`src/rtl/stream_to_bram_pkg.sv`:
```
// Shared definitions for the stream-to-BRAM capture block.
// Holds the capture FSM state encoding, the trigger-mode codes, the register-file
// layout and helpers that turn raw register fields into effective settings.
package stream_to_bram_pkg;

    localparam int REG_W = 32;

    typedef enum logic [1:0] {
        IDLE    = 2'd0,
        ARMED   = 2'd1,
        CAPTURE = 2'd2,
        DONE    = 2'd3
    } state_t;

    localparam logic [1:0] TRIG_IMMEDIATE = 2'd0;
    localparam logic [1:0] TRIG_ORBIT     = 2'd1;
    localparam logic [1:0] TRIG_RING      = 2'd2;

    // The first member is the most significant word, so reg0 sits at bits [31:0].
    typedef struct packed {
        logic [REG_W-1:0] status;       // reg3
        logic [REG_W-1:0] ctrl;         // reg2
        logic [REG_W-1:0] capture_len;  // reg1
        logic [REG_W-1:0] trig_mode;    // reg0
    } param_t;

    // A length of zero or one larger than the memory means "fill the whole memory".
    function automatic logic [16:0] effective_len(input logic [15:0] len, input int depth);
        if (len == 16'd0 || 32'(len) > 32'(depth))
            return 17'(depth);
        return {1'b0, len};
    endfunction

    // The reserved mode code behaves like an immediate start.
    function automatic logic [1:0] effective_mode(input logic [1:0] mode);
        return (mode == 2'd3) ? TRIG_IMMEDIATE : mode;
    endfunction

endpackage

```
`src/rtl/IPIF_parameterDecode.sv`:
```
// Generic IPIF register file.
// Holds N_REG writable registers loaded from DEFAULTS on reset. Register i is
// written when WrCE[i] is high and read when RdCE[i] is high; registers whose
// USE_INPUTS bit is set read back parameters_in instead of the stored value,
// so the owner can expose status or masked views.
// Ports: clk, IPIF_Bus2IP_resetn (async, active-low), Bus2IP_Data/RdCE/WrCE in,
// IP2Bus_Data/RdAck/WrAck out, parameters_in (readback), parameters_out (stored).
module IPIF_parameterDecode #(
    parameter int                                     C_S_AXI_DATA_WIDTH = 32,
    parameter int                                     N_REG              = 4,
    parameter logic [N_REG*C_S_AXI_DATA_WIDTH-1:0]    DEFAULTS           = '0,
    parameter logic [N_REG-1:0]                       USE_INPUTS         = '0
) (
    input  logic                                  clk,
    input  logic                                  IPIF_Bus2IP_resetn,
    input  logic [C_S_AXI_DATA_WIDTH-1:0]         IPIF_Bus2IP_Data,
    input  logic [N_REG-1:0]                      IPIF_Bus2IP_RdCE,
    input  logic [N_REG-1:0]                      IPIF_Bus2IP_WrCE,
    output logic [C_S_AXI_DATA_WIDTH-1:0]         IPIF_IP2Bus_Data,
    output logic                                  IPIF_IP2Bus_RdAck,
    output logic                                  IPIF_IP2Bus_WrAck,
    input  logic [N_REG*C_S_AXI_DATA_WIDTH-1:0]   parameters_in,
    output logic [N_REG*C_S_AXI_DATA_WIDTH-1:0]   parameters_out
);

    localparam int W = C_S_AXI_DATA_WIDTH;

    // NOTE: clocked state is assigned with <= so every flop samples pre-edge values.
    always_ff @(posedge clk or negedge IPIF_Bus2IP_resetn) begin
        if (!IPIF_Bus2IP_resetn) begin
            parameters_out <= DEFAULTS;
        end else begin
            for (int i = 0; i < N_REG; i++) begin
                if (IPIF_Bus2IP_WrCE[i])
                    parameters_out[i*W +: W] <= IPIF_Bus2IP_Data;
            end
        end
    end

    // NOTE: default first so every path assigns the output and no latch is inferred.
    always_comb begin
        IPIF_IP2Bus_Data = '0;
        for (int i = 0; i < N_REG; i++) begin
            if (IPIF_Bus2IP_RdCE[i])
                IPIF_IP2Bus_Data = USE_INPUTS[i] ? parameters_in[i*W +: W]
                                                 : parameters_out[i*W +: W];
        end
    end

    // Single-cycle accesses: acknowledge in the strobe cycle.
    assign IPIF_IP2Bus_RdAck = |IPIF_Bus2IP_RdCE;
    assign IPIF_IP2Bus_WrAck = |IPIF_Bus2IP_WrCE;

endmodule

```
`src/rtl/stream_to_bram_capture.sv`:
```
// Captures a 32-bit AXI stream into a BRAM write port.
// Arming, trigger mode and length come from the IPIF register file; capture
// starts immediately, on a registered orbit-sync pulse, or runs as a ring.
// Ports: clk/aresetn; IPIF slave (register file, reg0..reg3); fc_orbitSync;
// BRAM write port (bram_*), one registered stage after the accept;
// data_stream_* AXI-stream sink, always ready out of reset.
module stream_to_bram_capture
    import stream_to_bram_pkg::*;
#(
    parameter int MEM_DEPTH          = 2048,
    parameter int C_S_AXI_ADDR_WIDTH = 32,
    parameter int C_S_AXI_DATA_WIDTH = 32,
    parameter int N_REG              = 4
) (
    input  logic                              clk,
    input  logic                              aresetn,
    input  logic                              IPIF_Bus2IP_resetn,
    input  logic [C_S_AXI_ADDR_WIDTH-1:0]     IPIF_Bus2IP_Addr,
    input  logic                              IPIF_Bus2IP_RNW,
    input  logic [C_S_AXI_DATA_WIDTH/8-1:0]   IPIF_Bus2IP_BE,
    input  logic                              IPIF_Bus2IP_CS,
    input  logic [N_REG-1:0]                  IPIF_Bus2IP_RdCE,
    input  logic [N_REG-1:0]                  IPIF_Bus2IP_WrCE,
    input  logic [C_S_AXI_DATA_WIDTH-1:0]     IPIF_Bus2IP_Data,
    output logic [C_S_AXI_DATA_WIDTH-1:0]     IPIF_IP2Bus_Data,
    output logic                              IPIF_IP2Bus_WrAck,
    output logic                              IPIF_IP2Bus_RdAck,
    output logic                              IPIF_IP2Bus_Error,
    input  logic                              fc_orbitSync,
    output logic                              bram_CLK,
    output logic                              bram_RST,
    output logic                              bram_EN,
    output logic [3:0]                        bram_WE,
    output logic [31:0]                       bram_ADDR,
    output logic [31:0]                       bram_DIN,
    input  logic [31:0]                       data_stream_TDATA,
    input  logic                              data_stream_TVALID,
    output logic                              data_stream_TREADY
);

    localparam int AW = $clog2(MEM_DEPTH);
    localparam int RW = N_REG * C_S_AXI_DATA_WIDTH;
    localparam param_t DEFAULTS = '{status: '0, ctrl: '0,
                                    capture_len: 32'(MEM_DEPTH), trig_mode: '0};

    param_t          regs;
    param_t          readback;
    logic [RW-1:0]   params_out;

    state_t          state_q, state_d;
    logic            orbit_sync_r, arm_prev;
    logic [1:0]      mode_q;
    logic [16:0]     len_q, ww_q;
    logic [AW-1:0]   widx_q, addr_q;
    logic            done_q, en_q;
    logic [31:0]     din_q;
    logic            arm_edge, abort, accept, trigger, last_word, arm_start, wr_en;

    // Every register reads back through parameters_in so unlisted bits read 0.
    IPIF_parameterDecode #(
        .C_S_AXI_DATA_WIDTH (C_S_AXI_DATA_WIDTH),
        .N_REG              (N_REG),
        .DEFAULTS           (DEFAULTS),
        .USE_INPUTS         ({N_REG{1'b1}})
    ) u_regs (
        .clk                (clk),
        .IPIF_Bus2IP_resetn (IPIF_Bus2IP_resetn),
        .IPIF_Bus2IP_Data   (IPIF_Bus2IP_Data),
        .IPIF_Bus2IP_RdCE   (IPIF_Bus2IP_RdCE),
        .IPIF_Bus2IP_WrCE   (IPIF_Bus2IP_WrCE),
        .IPIF_IP2Bus_Data   (IPIF_IP2Bus_Data),
        .IPIF_IP2Bus_RdAck  (IPIF_IP2Bus_RdAck),
        .IPIF_IP2Bus_WrAck  (IPIF_IP2Bus_WrAck),
        .parameters_in      (readback),
        .parameters_out     (params_out)
    );

    assign regs = param_t'(params_out);

    always_comb begin
        readback             = '0;
        readback.trig_mode   = {30'd0, regs.trig_mode[1:0]};
        readback.capture_len = {16'd0, regs.capture_len[15:0]};
        readback.ctrl        = {30'd0, regs.ctrl[1:0]};
        readback.status      = {13'd0, state_q == CAPTURE, state_q == ARMED, done_q, ww_q[15:0]};
    end

    assign IPIF_IP2Bus_Error  = 1'b0;
    assign bram_CLK           = clk;
    assign bram_RST           = ~aresetn;
    assign data_stream_TREADY = aresetn;

    assign accept    = data_stream_TVALID & data_stream_TREADY;
    assign arm_edge  = regs.ctrl[0] & ~arm_prev;
    assign abort     = regs.ctrl[1];
    assign trigger   = (mode_q == TRIG_ORBIT) ? orbit_sync_r : 1'b1;
    assign last_word = (17'(widx_q) == len_q - 17'd1);
    assign arm_start = arm_edge && (state_q == IDLE || state_q == DONE) && !abort;

    always_comb begin
        state_d = state_q;
        wr_en   = 1'b0;
        unique case (state_q)
            IDLE:    if (arm_edge) state_d = ARMED;
            ARMED:   if (trigger) begin
                         state_d = CAPTURE;
                         wr_en   = accept;
                     end
            CAPTURE: wr_en = accept;
            DONE:    if (arm_edge) state_d = ARMED;
            default: state_d = IDLE;
        endcase
        if (wr_en && last_word && mode_q != TRIG_RING)
            state_d = DONE;
        // Abort beats every other request, including a same-cycle arm or write.
        if (abort) begin
            state_d = IDLE;
            wr_en   = 1'b0;
        end
    end

    always_ff @(posedge clk or negedge aresetn) begin
        if (!aresetn) state_q <= IDLE;
        else          state_q <= state_d;
    end

    // Only control and output-register state is reset; the BRAM itself keeps its contents.
    always_ff @(posedge clk or negedge aresetn) begin
        if (!aresetn) begin
            orbit_sync_r <= 1'b0;
            arm_prev     <= 1'b0;
            mode_q       <= TRIG_IMMEDIATE;
            len_q        <= 17'(MEM_DEPTH);
            widx_q       <= '0;
            ww_q         <= '0;
            done_q       <= 1'b0;
            en_q         <= 1'b0;
            addr_q       <= '0;
            din_q        <= '0;
        end else begin
            orbit_sync_r <= fc_orbitSync;
            arm_prev     <= regs.ctrl[0];
            en_q         <= wr_en;
            if (arm_start) begin
                mode_q <= effective_mode(regs.trig_mode[1:0]);
                len_q  <= effective_len(regs.capture_len[15:0], MEM_DEPTH);
                widx_q <= '0;
                ww_q   <= '0;
                done_q <= 1'b0;
            end
            if (wr_en) begin
                addr_q <= widx_q;
                din_q  <= data_stream_TDATA;
                widx_q <= last_word ? '0 : widx_q + 1'b1;
                // Ring mode keeps overwriting, so the count saturates at the length.
                if (ww_q != len_q)
                    ww_q <= ww_q + 17'd1;
                if (last_word && mode_q != TRIG_RING)
                    done_q <= 1'b1;
            end
        end
    end

    assign bram_EN   = en_q;
    assign bram_WE   = {4{en_q}};
    assign bram_ADDR = 32'({addr_q, 2'b00});
    assign bram_DIN  = din_q;

    logic unused_bits;
    assign unused_bits = &{1'b0, IPIF_Bus2IP_Addr, IPIF_Bus2IP_RNW, IPIF_Bus2IP_BE,
                           IPIF_Bus2IP_CS, regs.status, regs.ctrl[31:2],
                           regs.capture_len[31:16], regs.trig_mode[31:2], ww_q[16]};

endmodule
```
`config.mk`:
```
export PLATFORM = sky130hd
export DESIGN_NAME = stream_to_bram_capture
export DESIGN_NICKNAME = d
export VERILOG_FILES = /design/src/rtl/stream_to_bram_pkg.sv /design/src/rtl/IPIF_parameterDecode.sv /design/src/rtl/stream_to_bram_capture.sv
export SDC_FILE = /design/constraint.sdc
export NUM_CORES = 1
export LEC_CHECK = 0
export CORE_MARGIN = 10
export CORE_UTILIZATION = 49
export CTS_BUF_LIST = sky130_fd_sc_hd__clkbuf_2 sky130_fd_sc_hd__clkbuf_4 sky130_fd_sc_hd__clkbuf_8
export DETAILED_ROUTE_END_ITERATION = 12
export PLACE_DENSITY = 0.95
export SLEW_MARGIN = 20
export SYNTH_ARGS = -nofsm -noshare
export SYNTH_HDL_FRONTEND = slang
export SYNTH_SLANG_ARGS = --single-unit
```
`constraint.sdc`:
```
create_clock -name clk -period 4.44 [get_ports clk]
set_input_delay 1.332 -clock clk [delete_from_list [all_inputs] [get_ports clk]]
set_output_delay 1.332 -clock clk [all_outputs]
set_load 0.02 [all_outputs]
```
Word-level counts from Yosys, hierarchy flattened
Cells that the tools add are included.

cells by class
  add/sub/neg operators = 3
  $lt $le $gt $ge = 1
  eq/ne operators = 10
  multiplexer cells = 27
  bitwise gates (word level) = 4
  reductions and logical operators = 16

operators by type and width
  cell                                                                                number
  17-bit 2-to-1 mux                                                                   5
  11-bit 2-to-1 mux                                                                   3
  16-bit 2-to-1 mux                                                                   2
  19-bit 2-to-1 mux                                                                   1
  17-bit by 1-bit adder with 17-bit output (second input constant)                    1
  11-bit by 17-bit == test with 1-bit output                                          1
  17-bit != test                                                                      1
  17-bit by 1-bit subtractor with 17-bit output (second input constant)               1
  16-bit by 12-bit greater-than comparator with 1-bit output (second input constant)  1
  16-bit logical NOT                                                                  1
  2-bit 2-to-1 mux                                                                    6
  11-bit by 1-bit adder with 11-bit output (second input constant)                    1
  1-bit 2-to-1 mux                                                                    8
  4-bit OR reduction                                                                  2
  2-bit == test (second input constant)                                               3
  1-bit logical AND                                                                   5
  2-bit by 1-bit == test with 1-bit output (second input constant)                    2
  4-bit by 1-bit != test with 1-bit output (second input constant)                    1
  4-bit != test (second input constant)                                               1
  2-bit one-hot mux with 2 select lines                                               1
  4-bit nonzero test                                                                  1
  3-bit AND reduction                                                                 1
  1-bit bitwise AND                                                                   2
  2-bit logical NOT                                                                   1
  7 further kinds                                                                     9

word-level totals
  bits in registers = 116
  input bits = 115
  output and inout port bits = 107

Longest topological paths before layout
  word-level depth = 8
  mapped depth = 10
  mapped depth without buffers = 8

Hierarchy
From an unflattened synthesis, not the netlist that was laid out.

second synthesis, totals
  cell total of the unflattened synthesis = 933
  area total of the unflattened synthesis = 10536.4 µm²

modules (own cells, without submodules)
  module                  instances  cells each  area an instance (µm²)
  IPIF_parameterDecode    1          394         5619.1
  stream_to_bram_capture  1          539         4917.2

==> results.json <==
{
  "outcome": "finished, final reports clean",
  "synth_top_flop_cell": "dfrtp_1",
  "fin_crit_sh_pct": 98.47,
  "n_antenna_cell": 0,
  "p_leak_nw": 3.818,
  "p_seq_share_pct": 39.4,
  "worst_pin_slew_ns": 0.9188,
  "grt_max_degree": 60,
  "ioPinCount": 222,
  "io_buffers": 132,
  "cts_tree": "yes",
  "fin_skew_ns": 0.01061,
  "grt_pass1_vias": 5348,
  "place_hpwl_um": 11880,
  "fin_tns_setup_ns": 0,
  "path_class": "primary input to primary output",
  "first_pass_iters": 5,
  "synth-seq-cells": 115,
  "powerDensity_mw_per_mm2": 463.0,
  "cp-end-kind": "primary output",
  "grt.total_usage_pct": 20.02,
  "place.gp.congestion": 0.9101,
  "p_sw_share_pct": 35.44,
  "hold_viol_final": 0,
  "crit_path_start_kind": "primary input",
  "antenna_found_initial": 0,
  "fin_nets": 886,
  "yosys.cell_types.count": 58,
  "seqCellArea_mm2": 0.002880,
  "pwr-share-comb_pct": 31.6,
  "syn_to_final_growth_pct": 29.94,
  "cp_max_fo": 14,
  "grt_pass1_wl_um": 26730,
  "hold_class": "flip-flop to flip-flop",
  "antenna_left": 0,
  "relSlewSlack_pct": 38.56,
  "synth_enable_flop_cells": 0,
  "irDropWorstVdd_mv": 0.2463,
  "avgSynthCellArea_um2": 9.316,
  "rsz0062_at_grt": "no",
  "row_count": 40,
  "cap_viol_max_count": 0,
  "synthCells": 637,
  "vias": 5132,
  "layout-drive-gt1-share_pct": 10.27,
  "p_switching_mw": 1.265,
  "ys_seq_area_share_pct": 48.53,
  "drv_slew": 0,
  "yosys_warnings": 0,
  "multiInputGateArea_mm2": 0.002684,
  "grt.overflow.total": 0,
  "whs_ns": 0.4153,
  "insertion_delay_ns": 0.54,
  "power_frac_clock_pct": 29.0,
  "start_util_pct": 49.82,
  "clk_pin_slew_worst_paths_ns": 0.07,
  "drtIter0Drc": 478,
  "routedWlPerCell_um": 18.28,
  "routed_wl_um": 16930,
  "fp.dieH_um": 130.1,
  "drc": 0,
  "max_freq_mhz": 228.7,
  "vias_per_cell": 5.542,
  "setup_viol": 0,
  "cts_setup_buffers": 0,
  "required_ns": 3.11,
  "core_mm2": 0.01191,
  "layout_min_cycle_time_ns": 4.372,
  "async_flop_share_pct": 100.0,
  "p_int_mw": 2.305,
  "fp.dieW_um": 130.1,
  "syn_area_mm2": 0.005934,
  "arrival_ns": 3.04,
  "nFillCells": 868,
  "dieArea_mm2": 0.01691
}
sequential cells by signal (all words and copies together) (netlist names):
register               flops
widx_q                    11
bram_DIN                  32
done_q                     1
bram_EN                    1
addr_q                    11
arm_prev                   1
orbit_sync_r               1
u_regs.parameters_out     20
state_q                    2
ww_q                      17
mode_q                     2
len_q                     16
per-layer routing:
metal / up-vias / global-route usage, % / share of wire [%]
met5: - / 0 / 0
met4: 0 / 10.52 / 3.1
met3: 56 / 5.517 / 7.5
met2: 285 / 33.50 / 52
met1: 2441 / 22.90 / 37
li1: 2350 / - / -
critical path, stage by stage:
cell and delay [ns]:
clkdlybuf4s50_1 0.42, nor2_1 0.15, and2_0 0.22, buf_12 0.17, a22o_1 0.13, clkdlybuf4s50_1 0.60
synthesized netlist by cell type (4+ instances only):
library cell	number	area, µm²
inv_1	14	52.55
xor2_1	7	61.31
nor3_1	10	50.05
nand2_1	172	645.6
a21oi_1	22	110.1
o21ai_0	17	85.08
nor2_1	18	67.56
and3_1	12	75.07
buf_4	42	315.3
clkbuf_1	25	93.84
nor4_1	8	50.05
mux2_2	18	202.7
nand4_1	9	56.30
and2_1	7	43.79
o31ai_1	4	30.03
xnor2_1	24	210.2
nand3_1	15	75.07
dfrtp_1	113	2828
ha_1	5	62.56
or4_1	4	30.03
a22o_1	23	201.4
mux2i_1	15	150.1
through the flow:
step                      area, µm²  setup WS [ns]  total power [mW]  utilization [%]  cells
after global placement         7257        0.07093             2.525            60.92    891
after detailed placement       7257       0.007076             2.572            60.92    891
after floorplan                6062         0.7540             2.053                -    671
after CTS                      7681       0.003762             3.586            64.49    926
final                          7711        0.06803             3.570            64.74    926
after global routing           7711       0.001589             3.749            64.74    926
cell usage in the layout (no fill, tap or decap), types with 8 or more instances in the layout:
cell / instances
clkbuf_8: 21
a22o_1: 23
o21ai_0: 17
nor3_1: 10
dfrtp_1: 113
nand3_1: 15
clkdlybuf4s50_1: 118
nand4_1: 9
nand2_1: 172
mux2i_1: 15
mux2_2: 18
buf_4: 14
nor2_1: 18
nor4_1: 8
dlymetal6s2s_1: 12
xnor2_1: 24
a21oi_1: 22
and3_1: 12
inv_1: 14
conb_1: 35
cell families after synthesis:
group / count (synthesis) / share of synthesized area, %
compound gates: 81 / 9.298
fa+ha+maj: 5 / 1.054
simple gates: 283 / 22.12
mux: 33 / 5.945
buf+inv: 88 / 8.412
xor+xnor: 31 / 4.575
other cells: 1 / 0.06319
flops: 115 / 48.53
final timing paths:
path	startpoint	endpoint	slack (ns)	cells past startpoint
max	IPIF_Bus2IP_RdCE[3]	IPIF_IP2Bus_Data[11]	0.07	6
min	u_regs.parameters_out[64]$_DFFE_PN0P_	arm_prev$_DFF_PN0_	0.42	0
max reg2reg	len_q[0]$_DFFE_PN0P_	widx_q[2]$_DFFE_PN0P_	1.34	9
min reg2reg	u_regs.parameters_out[64]$_DFFE_PN0P_	arm_prev$_DFF_PN0_	0.42	0
max in group asynchronous	aresetn	len_q[7]$_DFFE_PN0P_	2.40	3
min in group asynchronous	aresetn	ww_q[8]$_DFF_PN0_	0.95	2
area by class of cell:
| cell class | instances | area share [%] |
|---|---|---|
| multi-input combinational | 468 | 34.80 |
| clock inverter | 13 | 1.671 |
| timing repair buffer | 146 | 19.13 |
| clock buffer | 23 | 3.975 |
| inverter | 14 | 0.6815 |
| sequential | 115 | 37.35 |
| tap | 147 | 2.385 |
power by group through the flow:
stage | logic [mW] | clock network [mW] | registers [mW]
CTS | 1.14 | 1.04 | 1.40
global placement | 1.09 | 0.0302 | 1.41
detailed placement | 1.12 | 0.0302 | 1.42
global route | 1.22 | 1.10 | 1.43
floorplan | 0.471 | 0.0263 | 1.56
finish | 1.13 | 1.03 | 1.41
timing repair:
item                                    4_1_cts  5_1_grt
endpoints found under the setup margin        1       12
hold endpoints to repair                      0        0
pin swaps                                     0        0
hold buffers                                  0        0
gates resized for setup                       1       12
No activity file was read; power rests on OpenSTA's default activity.
